File: src/rtl/sb_pkg.sv
// Shared constants and helpers for the register scoreboard.
package sb_pkg;

  localparam int NREG_DEF  = 32;
  localparam int AW_DEF    = 5;
  localparam int CNT_W_DEF = 2;

  localparam logic [AW_DEF-1:0] REG_ZERO = '0;

  // Largest value an in-flight counter may hold before new writers must stall.
  function automatic int unsigned cnt_sat(input int unsigned cnt_w);
    return (32'd1 << cnt_w) - 32'd1;
  endfunction

endpackage

File: src/rtl/reg_scoreboard_if.sv
// Decode-side bundle for the register scoreboard: candidate, issue and writeback in; stall/status out.
interface reg_scoreboard_if
  import sb_pkg::*;
#(
  parameter int NREG = NREG_DEF,
  parameter int AW   = AW_DEF,
  parameter int NRD  = 2
);

  logic [NRD-1:0]    rd_used;
  logic [NRD*AW-1:0] rd_addr;
  logic              cand_we;
  logic [AW-1:0]     cand_waddr;
  logic              cand_late;
  logic              issue_valid;
  logic              wb_valid;
  logic [AW-1:0]     wb_waddr;
  logic              flush;
  logic              stall;
  logic [NREG-1:0]   busy_vec;
  logic              err;

  modport master (
    output rd_used, rd_addr, cand_we, cand_waddr, cand_late,
           issue_valid, wb_valid, wb_waddr, flush,
    input  stall, busy_vec, err
  );

  modport slave (
    input  rd_used, rd_addr, cand_we, cand_waddr, cand_late,
           issue_valid, wb_valid, wb_waddr, flush,
    output stall, busy_vec, err
  );

endinterface

File: src/rtl/sb_entry.sv
// One tracked register: in-flight writer counter plus the late flag of its youngest writer.
module sb_entry #(
  parameter int CNT_W = 2
) (
  input  logic             clk,
  input  logic             resetn,
  input  logic             issue_hit,
  input  logic             wb_hit,
  input  logic             late_in,
  input  logic             flush,
  output logic [CNT_W-1:0] count,
  output logic             late
);

  logic [CNT_W-1:0] count_d;
  logic             late_d;

  always_comb begin
    count_d = count;
    late_d  = late;
    if (flush) begin
      count_d = '0;
      late_d  = 1'b0;
    end else if (issue_hit && wb_hit) begin
      late_d = late_in;
    end else if (issue_hit) begin
      count_d = count + CNT_W'(1);
      late_d  = late_in;
    end else if (wb_hit && (count != '0)) begin
      count_d = count - CNT_W'(1);
      if (count == CNT_W'(1)) begin
        late_d = 1'b0;
      end
    end
  end

  always_ff @(posedge clk or negedge resetn) begin
    if (!resetn) begin
      count <= '0;
      late  <= 1'b0;
    end else begin
      count <= count_d;
      late  <= late_d;
    end
  end

endmodule

File: src/rtl/reg_scoreboard.sv
// Register scoreboard beside ID: per-register writer counters and a combinational decode stall.
// Build option SB_FWD_EN: when defined, only late-result producers stall consumers.
module reg_scoreboard
  import sb_pkg::*;
#(
  parameter int NREG  = NREG_DEF,
  parameter int AW    = AW_DEF,
  parameter int NRD   = 2,
  parameter int CNT_W = CNT_W_DEF
) (
  input  logic              clk,
  input  logic              resetn,
  reg_scoreboard_if.slave   sb
);

  localparam logic [CNT_W-1:0] SAT  = CNT_W'(cnt_sat(CNT_W));
  localparam logic [AW-1:0]    ZERO = AW'(REG_ZERO);
`ifdef SB_FWD_EN
  localparam bit FWD_EN = 1'b1;
`else
  localparam bit FWD_EN = 1'b0;
`endif

  logic [CNT_W-1:0] cnt    [NREG];
  logic             late_q [NREG];
  logic [AW-1:0]    rd_a   [NRD];
  logic [NRD-1:0]   haz;
  logic             sat;
  logic             stall_c;
  logic             issue_fire;
  logic             wb_fire;
  logic             err_q;
  logic [NREG-1:0]  busy;

  assign wb_fire    = sb.wb_valid && (sb.wb_waddr != ZERO);
  assign issue_fire = sb.issue_valid && !stall_c && sb.cand_we && (sb.cand_waddr != ZERO);

  // Register 0 is never tracked; its slot reads as permanently idle.
  assign cnt[0]    = '0;
  assign late_q[0] = 1'b0;

  for (genvar r = 1; r < NREG; r++) begin : g_entry
    sb_entry #(.CNT_W(CNT_W)) u_entry (
      .clk       (clk),
      .resetn    (resetn),
      .issue_hit (issue_fire && (sb.cand_waddr == AW'(r))),
      .wb_hit    (wb_fire && (sb.wb_waddr == AW'(r))),
      .late_in   (sb.cand_late),
      .flush     (sb.flush),
      .count     (cnt[r]),
      .late      (late_q[r])
    );
  end

  // A last writer retiring this cycle is supplied by regfile write-through, so it is no hazard.
  for (genvar i = 0; i < NRD; i++) begin : g_port
    assign rd_a[i] = sb.rd_addr[i*AW +: AW];
    assign haz[i]  = sb.rd_used[i] && (rd_a[i] != ZERO) && (cnt[rd_a[i]] != '0)
                     && (!FWD_EN || late_q[rd_a[i]])
                     && !(wb_fire && (sb.wb_waddr == rd_a[i]) && (cnt[rd_a[i]] == CNT_W'(1)));
  end

  assign sat = sb.cand_we && (sb.cand_waddr != ZERO) && (cnt[sb.cand_waddr] == SAT)
               && !(wb_fire && (sb.wb_waddr == sb.cand_waddr));

  assign stall_c = (|haz) || sat;

  always_comb begin
    busy = '0;
    for (int r = 1; r < NREG; r++) begin
      busy[r] = (cnt[r] != '0);
    end
  end

  always_ff @(posedge clk or negedge resetn) begin
    if (!resetn) begin
      err_q <= 1'b0;
    end else if (wb_fire && (cnt[sb.wb_waddr] == '0)) begin
      err_q <= 1'b1;
    end
  end

  assign sb.stall    = stall_c;
  assign sb.busy_vec = busy;
  assign sb.err      = err_q;

endmodule

File: src/flat_wrapper.sv
// flat-port wrapper written by rule: the top's interface ports become plain ports
module reg_scoreboard_flat import sb_pkg::*;
#(
  parameter int NREG  = NREG_DEF,
  parameter int AW    = AW_DEF,
  parameter int NRD   = 2,
  parameter int CNT_W = CNT_W_DEF
)
  (clk, resetn, sb_rd_used, sb_rd_addr, sb_cand_we, sb_cand_waddr, sb_cand_late, sb_issue_valid, sb_wb_valid, sb_wb_waddr, sb_flush, sb_stall, sb_busy_vec, sb_err);
  reg_scoreboard_if #(.NREG(NREG), .AW(AW), .NRD(NRD)) sb_i ();
  input  logic clk;
  input  logic resetn;
  input wire logic [$bits(sb_i.rd_used)-1:0] sb_rd_used;
  input wire logic [$bits(sb_i.rd_addr)-1:0] sb_rd_addr;
  input wire logic [$bits(sb_i.cand_we)-1:0] sb_cand_we;
  input wire logic [$bits(sb_i.cand_waddr)-1:0] sb_cand_waddr;
  input wire logic [$bits(sb_i.cand_late)-1:0] sb_cand_late;
  input wire logic [$bits(sb_i.issue_valid)-1:0] sb_issue_valid;
  input wire logic [$bits(sb_i.wb_valid)-1:0] sb_wb_valid;
  input wire logic [$bits(sb_i.wb_waddr)-1:0] sb_wb_waddr;
  input wire logic [$bits(sb_i.flush)-1:0] sb_flush;
  output wire logic [$bits(sb_i.stall)-1:0] sb_stall;
  output wire logic [$bits(sb_i.busy_vec)-1:0] sb_busy_vec;
  output wire logic [$bits(sb_i.err)-1:0] sb_err;
  assign sb_i.rd_used = sb_rd_used;
  assign sb_i.rd_addr = sb_rd_addr;
  assign sb_i.cand_we = sb_cand_we;
  assign sb_i.cand_waddr = sb_cand_waddr;
  assign sb_i.cand_late = sb_cand_late;
  assign sb_i.issue_valid = sb_issue_valid;
  assign sb_i.wb_valid = sb_wb_valid;
  assign sb_i.wb_waddr = sb_wb_waddr;
  assign sb_i.flush = sb_flush;
  assign sb_stall = sb_i.stall;
  assign sb_busy_vec = sb_i.busy_vec;
  assign sb_err = sb_i.err;
  reg_scoreboard #(.NREG(NREG), .AW(AW), .NRD(NRD), .CNT_W(CNT_W)) u_core (.clk(clk), .resetn(resetn), .sb(sb_i));
endmodule
File: config.mk
export PLATFORM = sky130hd
export DESIGN_NAME = reg_scoreboard_flat
export DESIGN_NICKNAME = d
export VERILOG_FILES = /design/src/rtl/sb_pkg.sv /design/src/rtl/reg_scoreboard_if.sv /design/src/rtl/sb_entry.sv /design/src/rtl/reg_scoreboard.sv /design/src/flat_wrapper.sv
export SDC_FILE = /design/constraint.sdc
export NUM_CORES = 1
export LEC_CHECK = 0
export BUFFER_PORTS_ARGS = -buffer_cell sky130_fd_sc_hd__buf_2
export CAP_MARGIN = 25
export CORE_ASPECT_RATIO = 0.8
export CORE_UTILIZATION = 50
export DETAILED_ROUTE_END_ITERATION = 8
export PLACE_DENSITY = 0.76
export SLEW_MARGIN = 20
export SYNTH_ARGS = -nofsm -noshare
export SYNTH_HDL_FRONTEND = slang
export SYNTH_SLANG_ARGS = --single-unit
File: constraint.sdc
create_clock -name clk -period 3.45 [get_ports clk]
set_input_delay 0.5175 -clock clk [delete_from_list [all_inputs] [get_ports clk]]
set_output_delay 0.5175 -clock clk [all_outputs]
set_load 0.02 [all_outputs]
==> summary.txt, run 1 <==
Detailed routing
  – DRC: 0
  – Routed WL: 24920 µm
  – Vias: 7694
  – Post-route ant nets: 0
  – Pre-antenna DRT Iters: 6
  – Routed wire per std cell: 23.27 µm
  – DR vias/cell: 7.184
  – DR iter-0 viols: 1177

CTS
  – Root Driver: clkbuf_16
  – TritonCTS buffer count: 9
  – Post-CTS Setup Bufs: 0
  – CTS hold repair buffers: 0
  – Worst-path clk slew: 0.06 ns
  – Later-pin clock latency in the skew report: 0.36 ns
  – Clock Sinks: 63
  – H-tree depth: 3
  – Deepest clock path buffer count: 2
  – Post-CTS sizing: 0
  – CTS tree: yes

Pwr
  – Switching power: 648.7 µW
  – Overall power: 2230 µW
  – Sequential power share: 0.334
  – Clock share of power: 0.478
  – Pleak: 0.003286 µW
  – Sw Share: 0.2908
  – PwrDens: 288.1 nW/µm²
  – Maximum vdd ir drop: 235.5 µV
  – Internal: 1582 µW
  – Comb power frac: 0.188

Critical path
  – CP max FO: 9
  – CP Launch Type: primary input
  – WP data required: 2.93 ns
  – Worst reg2reg setup slack: 0.42 ns
  – CP Data Arrival Time: 2.77 ns
  – Crit. End Element: output pin
  – Crit path kind: in2out

STA
  – Slew at the pin closest to its max-slew limit: 0.7957 ns
  – Worst slew margin: 0.4696
  – Tmin final: 3.287 ns
  – Count of final setup violators: 0
  – Clock skew: 0.009162 ns
  – Crit share post-route: 0.9528
  – Setup TNS: 0 ns
  – Max Freq: 0.3042 GHz
  – Final Worst Setup Slack: 0.1629 ns
  – Endpoints failing hold: 0
  – RSZ-0062 raised after global routing: false
  – Fin. max-slew vios: 0

Yosys
  – Top_reg_cell synth: dfrtp_1
  – Post-synth top area cell: dfrtp_1
  – Fraction of registers with async set/reset: 1.000
  – Count leader, synth: nand2_1
  – Mapped Area: 6905 µm²
  – Syn_area_per_cell: 8.067 µm²
  – Top cell type's share of synthesized area: 0.2283
  – Yosys warning total: 0
  – Seq cells post-synth: 63
  – Top cells by count, synth: nand2_1, nor2_1, dfrtp_1
  – Largest cells by area after synthesis: dfrtp_1, mux4_2, nand2_1
  – Count of cell types in the netlist: 63
  – Syn nets: 885
  – Cell count after synthesis: 856
  – Sequential share of the synthesized area: 0.2283
  – Number of synthesized flops with an enable pin: 0

Global routing
  – First-pass GRT wire length: 38990 µm
  – Global route hottest layer: met2
  – Antenna violations before repair: 0
  – Final global-route overflow total: 0
  – Vias in the first global route: 6842
  – Gr usage total: 0.3569
  – Met2 Usage GRT: 0.5022
  – Largest net degree at the start of global routing: 51
  – GR Layer Usage met3: 0.1026
  – Met1 usage: 0.4964

Layout
  – Post-layout net count: 915
  – Share of layout cells above drive strength 1: 0.2346
  – Antenna cell count: 0
  – Area Growth Syn to Fin: 12.12%

Run
  – Max-cap viol count: 0

Floorplan
  – Die extent in y: 107.1 µm
  – Die Span X: 133.4 µm
  – Row cnt: 38
  – Starting Density: 0.5114
  – Ports: 63
  – Core area: 13500 µm²
  – Total die area: 14290 µm²

Placed design
  – I/O Buffers: 60
  – DP Wirelength: 17910 µm
  – GPL Wtd Cong: 1.002
  – DP Worst Slack: 0.1123 ns

Outcome
  – Status: completed

Hold path
  – Class of the worst hold path: in2async
final cells by class:
type	count	area (µm²)
inverter	17	63.81
clock inverter	2	60.06
timing repair buffer	97	628.1
tap	180	225.2
clock buffer	14	284.0
sequential	63	1577
fill	1181	5761
multi-input combinational	698	4905
layout by cell type (no fill, tap or decap), drive strengths merged, types with 8 or more instances in the layout:
| cell | instances |
|---|---|
| o21ai | 25 |
| o32ai | 11 |
| a41oi | 12 |
| nor2b | 13 |
| o211ai | 17 |
| nand4 | 14 |
| nand3 | 34 |
| dfrtp | 63 |
| a21oi | 18 |
| o22ai | 8 |
| nor4 | 15 |
| and2 | 13 |
| or2 | 34 |
| mux2i | 13 |
| a221oi | 8 |
| mux2 | 12 |
| xnor2 | 15 |
| and3 | 28 |
| buf | 97 |
| o2111ai | 18 |
| a31oi | 18 |
| mux4 | 39 |
| nor3 | 37 |
| clkbuf | 14 |
| nor2 | 79 |
| nand2 | 112 |
| inv | 16 |
| nor4b | 12 |
| o21bai | 12 |
state kept, by name, indices dropped and copies added (netlist names):
| signal | cells |
|---|---|
| u_core.g_entry.u_entry.count | 62 |
| u_core.sb.err | 1 |
per-layer routing:
layer | wire length, µm | share of wire
met5 | 0 | 0
met4 | 1079 | 0.043
met3 | 3791 | 0.15
met2 | 10310 | 0.41
met1 | 9741 | 0.39
kinds of logic after synthesis:
logic type,after synthesis,share of synthesized area
xor gates and xnor gates,20,0.02537
and+or+nand+nor,427,0.3160
DFF,63,0.2283
buffers and inverters,95,0.06179
other,1,0.0005431
AOI/OAI and AO/OA,186,0.2024
muxes,64,0.1656
power groups by stage:
stage          combinational [µW]  sequential (µW)  clock, µW
2_1_floorplan                 262              756          0
3_3_place_gp                  399              758          0
3_5_place_dp                  403              758          0
4_1_cts                       404              745       1070
5_1_grt                       441              745       1100
6_report                      419              746       1070
worst max-delay path, stage by stage:
cell and delay (ns):
buf_2 0.22, buf_4 0.25, mux4_2 0.51, mux2_2 0.28, nor3b_1 0.21, nor4_1 0.10
a2bb2oi_2 0.20, and2_2 0.24, nand2_1 0.09, buf_2 0.16
per-stage QoR:
step	util	instance area (µm²)	hold WS [ns]	std cells
2_1_floorplan	-	6905	0.2219	856
3_3_place_gp	0.5479	7398	0.4543	1055
3_5_place_dp	0.5479	7398	0.4828	1055
4_1_cts	0.5734	7742	0.2712	1071
5_1_grt	0.5734	7742	0.3140	1071
6_report	0.5734	7742	0.2555	1071
path summary, 6_finish.rpt:
path | depth (start not counted) | endpoint | startpoint
setup / recovery | 10 | sb_stall | sb_rd_addr[5]
min in group clk | 1 | u_core.sb.err$_DFFE_PN0P_ | u_core.sb.err$_DFFE_PN0P_
max in group asynchronous | 2 | u_core.g_entry[21].u_entry.count[0]$_DFFE_PN0P_ | resetn
hold reg to reg | 1 | u_core.sb.err$_DFFE_PN0P_ | u_core.sb.err$_DFFE_PN0P_
setup reg to reg | 9 | u_core.g_entry[26].u_entry.count[0]$_DFFE_PN0P_ | u_core.g_entry[26].u_entry.count[1]$_DFFE_PN0P_
hold / removal | 1 | u_core.g_entry[4].u_entry.count[0]$_DFFE_PN0P_ | resetn
(Power assumes the default switching activity.)
==> inputs of run 2 (changes only) <==
--- a/config.mk
+++ b/config.mk
@@ -5,13 +5,13 @@
 export SDC_FILE = /design/constraint.sdc
 export NUM_CORES = 1
 export LEC_CHECK = 0
-export BUFFER_PORTS_ARGS = -buffer_cell sky130_fd_sc_hd__buf_2
+export BUFFER_PORTS_ARGS = -buffer_cell sky130_fd_sc_hd__buf_4
 export CAP_MARGIN = 25
 export CORE_ASPECT_RATIO = 0.8
 export CORE_UTILIZATION = 50
 export DETAILED_ROUTE_END_ITERATION = 8
 export PLACE_DENSITY = 0.76
-export SLEW_MARGIN = 20
+export SLEW_MARGIN = 10
 export SYNTH_ARGS = -nofsm -noshare
 export SYNTH_HDL_FRONTEND = slang
 export SYNTH_SLANG_ARGS = --single-unit
==> constraint.sdc (replaced) <==
create_clock -name clk -period 3.7 [get_ports clk]
set_input_delay 0.555 -clock clk [delete_from_list [all_inputs] [get_ports clk]]
set_output_delay 0.555 -clock clk [all_outputs]
set_load 0.02 [all_outputs]
==> run 2 against run 1 <==
  * First-iteration DRC count rose by 3.1%
  * Sequential share of layout area rose by 0.12 points
  * Total power fell by 9.5%
  * Count of clock-buffer cells in the layout fell by 1
  * Register-to-register slack improved by 0.21 ns
  * Non-clock buffer count fell by 17
  * Combinational power fell by 10%
  * Critical path type unchanged
  * Largest cell class unchanged
  * Highest routed layer unchanged
==> summary.txt, run 2 (same netlist as run 1, synthesis figures left out) <==
Outcome
  – Status: completed

Layout
  – Area Growth Syn to Fin: 11.45%
  – Commonest non-fill, non-tap cell in the layout: nand2_1
  – Reg with most FFs: u_core.g_entry.u_entry.count
  – Post-layout net count: 898 (-1.9%)
  – Share of layout cells above drive strength 1: 0.2185 (-0.01603)
  – Multi-input gate area: 4905 µm² (unchanged)
  – Antenna cell count: 0 (unchanged)
  – Area occupied by registers: 1577 µm² (unchanged)
  – Fillers: 1212 (+2.6%)
  – Max reg flops: 62 (unchanged)
  – Most frequent cells in the layout: nand2_1, buf_4, nor2_1

CTS
  – Post-CTS Setup Bufs: 0 (unchanged)
  – CTS hold repair buffers: 0 (unchanged)
  – H-tree depth: 3 (unchanged)
  – Worst-path clk slew: 0.05 ns (about the same)
  – CTS tree: yes
  – Post-CTS sizing: 0 (unchanged)
  – Later-pin clock latency in the skew report: 0.35 ns (about the same)
  – Clock Sinks: 63 (unchanged)
  – Root Driver: clkbuf_16
  – TritonCTS buffer count: 9 (unchanged)
  – Deepest clock path buffer count: 2 (unchanged)

Critical path
  – Crit path kind: in2out
  – CP cell instances: buf_4 -> mux4_2 -> mux4_2 -> nand2b_1 -> o41ai_1 -> a2bb2oi_2 -> and2_2 -> nand2_1 -> buf_4
  – WP data required: 3.14 ns (+0.21 ns)
  – Buf+Inv Stages, Crit Path: 2 (-1)
  – CP Launch Type: primary input
  – Slowest-stage cell, CP: mux4_2
  – CP Data Arrival Time: 2.85 ns (+0.08 ns)
  – Critical path's top delay family: multiplexers
  – CP peak stage delay: 0.56 ns (+0.05 ns)
  – CP max FO: 19 (+10)
  – Crit. End Element: output pin

Floorplan
  – Row cnt: 38 (unchanged)
  – Die Span X: 133.4 µm (unchanged)
  – Die extent in y: 107.1 µm (unchanged)
  – Starting Density: 0.5114 (unchanged)
  – Core area: 13500 µm² (unchanged)
  – Total die area: 14290 µm² (unchanged)
  – Ports: 63 (unchanged)

STA
  – Clock skew: 0.004535 ns (-0.004627 ns)
  – Setup TNS: 0 ns (unchanged)
  – Worst slew margin: 0.4005 (-0.06910)
  – Endpoints failing hold: 0 (unchanged)
  – RSZ-0062 raised after global routing: false
  – Slew at the pin closest to its max-slew limit: 0.8975 ns (+0.1018 ns)
  – Crit share post-route: 0.9198
  – Count of final setup violators: 0 (unchanged)
  – Fin. max-slew vios: 0 (unchanged)
  – Tmin final: 3.403 ns
  – Max Freq: 0.2938 GHz

Pwr
  – PwrDens: 262.2 nW/µm² (-9.0%)
  – Overall power: 2018 µW (-9.5%)
  – Pleak: 0.003195 µW (-2.8%)
  – Maximum vdd ir drop: 246.5 µV (+4.7%)

Global routing
  – Antenna violations before repair: 0 (unchanged)
  – Vias in the first global route: 6879 (+0.54%)
  – First-pass GRT wire length: 38300 µm (-1.8%)
  – Final global-route overflow total: 0 (unchanged)
  – Gr usage total: 0.3502 (-0.006691)
  – Largest net degree at the start of global routing: 69 (+35%)

Detailed routing
  – DRC: 0 (unchanged)
  – Vias: 7574 (-1.6%)
  – Met1 WL: 9588 µm (-1.6%)
  – DR vias/cell: 7.186 (about the same)
  – Routed WL: 24520 µm (-1.6%)
  – Highest Signal Layer: met4
  – Routed wire per std cell: 23.26 µm (about the same)
  – Metal3 WL: 3666 µm (-3.3%)
  – DR WL met2: 10320 µm (about the same)
  – DR iter-0 viols: 1213 (+3.1%)
  – Pre-antenna DRT Iters: 6 (unchanged)
  – Post-route ant nets: 0 (unchanged)

Placed design
  – GPL Wtd Cong: 0.9560 (-4.6%)
  – I/O Buffers: 60 (unchanged)
  – DP Wirelength: 16900 µm (-5.7%)

Run
  – Max-cap viol count: 0 (unchanged)

Hold path
  – Class of the worst hold path: in2async
==> run 2: final cells by class <==
class | instances | area share
well taps | 180 | 0.02926
repair buffers | 80 | 0.07804
clock inverters | 3 | 0.008454
clock buffers | 13 | 0.03382
multi-input cells | 698 | 0.6373
inverters | 17 | 0.008291
flip-flops and latches | 63 | 0.2048
==> run 2: through the flow <==
stage | cells | hold slack (ns) | worst slack [ns] | utilization | area [µm²]
2_1_floorplan | 856 | 0.2594 | 0.3323 | - | 6905
3_3_place_gp | 1038 | 0.4764 | 0.2728 | 0.5459 | 7371
3_5_place_dp | 1038 | 0.4669 | 0.2099 | 0.5459 | 7371
4_1_cts | 1054 | 0.3581 | 0.3246 | 0.5700 | 7696
5_1_grt | 1054 | 0.3896 | 0.2317 | 0.5700 | 7696
6_report | 1054 | 0.3170 | 0.2967 | 0.5700 | 7696
==> run 2: metal layers <==
| metal | vias up | GRT usage |
|---|---|---|
| li1 | 3281 | - |
| met4 | 0 | 0.1274 |
| met5 | - | 0 |
| met1 | 3589 | 0.4813 |
| met3 | 95 | 0.1130 |
| met2 | 609 | 0.5115 |
==> run 2: final timing paths <==
path | startpoint | end | slack (ns) | depth (start not counted)
max in group asynchronous | resetn | u_core.g_entry[17].u_entry.count[1]$_DFFE_PN0P_ | 2.83 | 1
worst min-delay path | resetn | u_core.g_entry[12].u_entry.count[1]$_DFFE_PN0P_ | 0.32 | 1
min in group clk | u_core.sb.err$_DFFE_PN0P_ | u_core.sb.err$_DFFE_PN0P_ | 0.50 | 1
worst max-delay path | sb_rd_addr[5] | sb_stall | 0.30 | 9
worst min register to register | u_core.sb.err$_DFFE_PN0P_ | u_core.sb.err$_DFFE_PN0P_ | 0.50 | 1
worst max register to register | u_core.g_entry[31].u_entry.count[1]$_DFFE_PN0P_ | u_core.g_entry[6].u_entry.count[0]$_DFFE_PN0P_ | 0.63 | 9
==> run 2: report_power, final <==
| part | switching, µW | leakage (µW) | total [µW] | internal [µW] |
|---|---|---|---|---|
| registers | 4.15 | 0.000875 | 695 | 691 |
| clock network | 320 | 0.000160 | 945 | 625 |
| logic | 264 | 0.00216 | 377 | 113 |
==> inputs of run 3 (changes only) <==
--- a/config.mk
+++ b/config.mk
@@ -8,9 +8,11 @@
 export BUFFER_PORTS_ARGS = -buffer_cell sky130_fd_sc_hd__buf_4
 export CAP_MARGIN = 25
 export CORE_ASPECT_RATIO = 0.8
-export CORE_UTILIZATION = 50
+export CORE_MARGIN = 4
+export CORE_UTILIZATION = 40
 export DETAILED_ROUTE_END_ITERATION = 8
-export PLACE_DENSITY = 0.76
+export PLACE_DENSITY = 0.64
+export REMOVE_ABC_BUFFERS = 1
 export SLEW_MARGIN = 10
 export SYNTH_ARGS = -nofsm -noshare
 export SYNTH_HDL_FRONTEND = slang
==> run 3 against run 2 <==
  * Routed wire length is 4.3% higher
  * Largest power group unchanged
  * First-iteration DRC count fell by 11%
  * Highest routed layer unchanged
  * Total power down 0.78%
  * Combinational power grew 3%
  * Global-route usage is 9.2 points lower
  * Sequential share of layout area down 0.20 points
  * Critical path type unchanged
  * Critical path depth is the same
==> summary.txt, run 3 (same netlist as run 1, synthesis figures left out) <==
Layout
  – Fillers: 1666 (+37%)
  – Commonest non-fill, non-tap cell in the layout: nand2_1
  – Max reg flops: 62 (unchanged)
  – Antenna cell count: 0 (unchanged)
  – Area occupied by registers: 1577 µm² (unchanged)
  – Multi-input gate area: 4905 µm² (unchanged)
  – Reg with most FFs: u_core.g_entry.u_entry.count
  – Share of layout cells above drive strength 1: 0.2232 (+0.004699)
  – Most frequent cells in the layout: nand2_1, buf_4, nor2_1
  – Final cell area excluding filler cells: 7774 µm² (+1.0%)
  – Area Growth Syn to Fin: 12.57%
  – Post-layout net count: 902 (+0.45%)
  – Final core utilization: 0.4637 (-0.1062)

Critical path
  – Buf+Inv Stages, Crit Path: 2 (unchanged)
  – WP data required: 3.14 ns (about the same)
  – CP Launch Type: primary input
  – Register-to-Register Path Depth: 8 (-1)
  – WP depth: 9 (unchanged)
  – Slowest-stage cell, CP: mux4_2
  – RR Startpoint: u_core.g_entry[31].u_entry.count[1]$_DFFE_PN0P_
  – Crit. End Element: output pin
  – Critical path's top delay family: multiplexers
  – CP Data Arrival Time: 2.89 ns (+0.04 ns)
  – Worst reg2reg setup slack: 0.56 ns (-0.07 ns)
  – Crit path to: sb_stall
  – CP peak stage delay: 0.57 ns (about the same)
  – Crit path kind: in2out
  – CP max FO: 19 (unchanged)
  – Crit. Startpoint: sb_rd_addr[5]
  – CP cell instances: buf_4 -> mux4_2 -> mux4_2 -> nand2b_1 -> o41ai_1 -> a2bb2oi_2 -> and2_2 -> nand2_1 -> buf_4
  – FF-to-FF End: u_core.g_entry[20].u_entry.count[0]$_DFFE_PN0P_

Detailed routing
  – Routed wire per std cell: 23.30 µm (+0.16%)
  – Routed WL: 25590 µm (+4.3%)
  – Post-route ant nets: 0 (unchanged)
  – Vias: 7354 (-2.9%)
  – Pre-antenna DRT Iters: 5 (-1)
  – DR vias/cell: 6.698 (-6.8%)
  – DR iter-0 viols: 1080 (-11%)
  – DRC: 0 (unchanged)

Pwr
  – Internal: 1383 µW (-3.2%)
  – Sequential power share: 0.347 (+0.002)
  – PwrDens: 257.5 nW/µm² (-1.8%)
  – Comb power frac: 0.194 (+0.007)
  – Pleak: 0.003214 µW (+0.59%)
  – Clock share of power: 0.459 (-0.009)
  – Maximum vdd ir drop: 208.6 µV (-15%)
  – Sw Share: 0.3090 (+0.01742)
  – Switching power: 618.5 µW (+5.1%)

Global routing
  – Gr usage total: 0.2582 (-0.09200)
  – First-pass GRT wire length: 39740 µm (+3.8%)
  – Antenna violations before repair: 0 (unchanged)
  – Vias in the first global route: 6764 (-1.7%)
  – Largest net degree at the start of global routing: 64 (-7.2%)
  – Final global-route overflow total: 0 (unchanged)

Floorplan
  – Ports: 63 (unchanged)
  – Die extent in y: 125.5 µm (+17%)
  – Starting Density: 0.4119 (-0.09947)
  – Die Span X: 154.9 µm (+16%)
  – Row cnt: 42 (+11%)
  – Total die area: 19440 µm² (+36%)
  – Core area: 16760 µm² (+24%)

STA
  – Setup TNS: 0 ns (unchanged)
  – Slew at the pin closest to its max-slew limit: 0.8723 ns (-0.02513 ns)
  – Crit share post-route: 0.9323 (+0.01248)
  – Final Worst Setup Slack: 0.2505 ns (-0.04618 ns)
  – Worst slew margin: 0.4184 (+0.01799)
  – Tmin final: 3.449 ns (+0.04618 ns)
  – Max Freq: 0.2899 GHz (-1.3%)
  – Hold Slack: 0.3216 ns (+0.004596 ns)
  – Clock skew: 0.003859 ns (-0.0006767 ns)
  – Fin. max-slew vios: 0 (unchanged)
  – RSZ-0062 raised after global routing: false
  – Endpoints failing hold: 0 (unchanged)
  – Count of final setup violators: 0 (unchanged)

CTS
  – Root Driver: clkbuf_16
  – CTS tree: yes
  – Post-CTS sizing: 0 (unchanged)
  – TritonCTS buffer count: 9 (unchanged)
  – Deepest clock path buffer count: 2 (unchanged)
  – Later-pin clock latency in the skew report: 0.35 ns (about the same)
  – Clock Sinks: 63 (unchanged)
  – Worst-path clk slew: 0.05 ns (about the same)
  – CTS hold repair buffers: 0 (unchanged)
  – Post-CTS Setup Bufs: 0 (unchanged)
  – H-tree depth: 3 (unchanged)

Placed design
  – Cell Area, Placed: 7463 µm² (+1.3%)
  – I/O Buffers: 60 (unchanged)
  – DP Wirelength: 18330 µm (+8.5%)
  – DP Worst Slack: 0.2146 ns (+0.004757 ns)
  – GPL Wtd Cong: 0.9769 (+2.2%)

Run
  – Max-cap viol count: 0 (unchanged)

Hold path
  – Class of the worst hold path: in2async

Outcome
  – Status: completed
run 3: changes by cell type in the layout (fill, tap and decap cells not counted), sizes merged:
cell	delta
buf	+4
bufinv	-1
clkinv	+1
run 3: worst reg2reg max path: stages (launching register included):
cell      delay [ns]
dfrtp_1         0.47
mux4_2          0.51
mux2_2          0.27
a21boi_0        0.22
a32o_2          0.59
buf_4           0.35
nand4_1         0.20
xnor2_1         0.19
a221oi_2        0.24
run 3: worst min-delay path by stage:
stage               depth (start not counted)                      start                                               to  slack, ns
floorplan                                   0                     resetn  u_core.g_entry[10].u_entry.count[0]$_DFFE_PN0P_       0.26
global placement                            1  u_core.sb.err$_DFFE_PN0P_                        u_core.sb.err$_DFFE_PN0P_       0.47
detailed placement                          1  u_core.sb.err$_DFFE_PN0P_                        u_core.sb.err$_DFFE_PN0P_       0.47
CTS                                         1                     resetn  u_core.g_entry[19].u_entry.count[1]$_DFFE_PN0P_       0.37
global route                                1                     resetn  u_core.g_entry[17].u_entry.count[1]$_DFFE_PN0P_       0.40
finish                                      1                     resetn  u_core.g_entry[17].u_entry.count[1]$_DFFE_PN0P_       0.32
run 3: power groups by stage:
stage	logic, µW	clock network [µW]	registers (µW)
global placement	375	0	707
detailed placement	376	0	707
CTS	377	927	695
finish	389	918	695
global route	409	948	695
floorplan	162	0	706
run 3: per-layer routing:
layer / GRT usage / vias to the layer above / wire [µm]
li1: - / 3278 / -
met1: 0.3739 / 3561 / 10940
met2: 0.3769 / 453 / 11210
met3: 0.06908 / 62 / 2807
met4: 0.07684 / 0 / 633
met5: 0 / - / 0
run 3: area by class of cell:
| type | count | area share |
|---|---|---|
| Multi-Input combinational cell | 698 | 0.6309 |
| Sequential cell | 63 | 0.2028 |
| Timing Repair Buffer | 84 | 0.08273 |
| Tap cell | 220 | 0.03541 |
| Clock buffer | 13 | 0.03477 |
| Inverter | 17 | 0.008209 |
| Clock inverter | 3 | 0.005150 |
run 3: stage by stage:
| stage | std cells | power [µW] |
|---|---|---|
| floorplan | 778 | 867.3 |
| global placement | 1082 | 1082 |
| detailed placement | 1082 | 1083 |
| CTS | 1098 | 1999 |
| global route | 1098 | 2052 |
| finish | 1098 | 2002 |
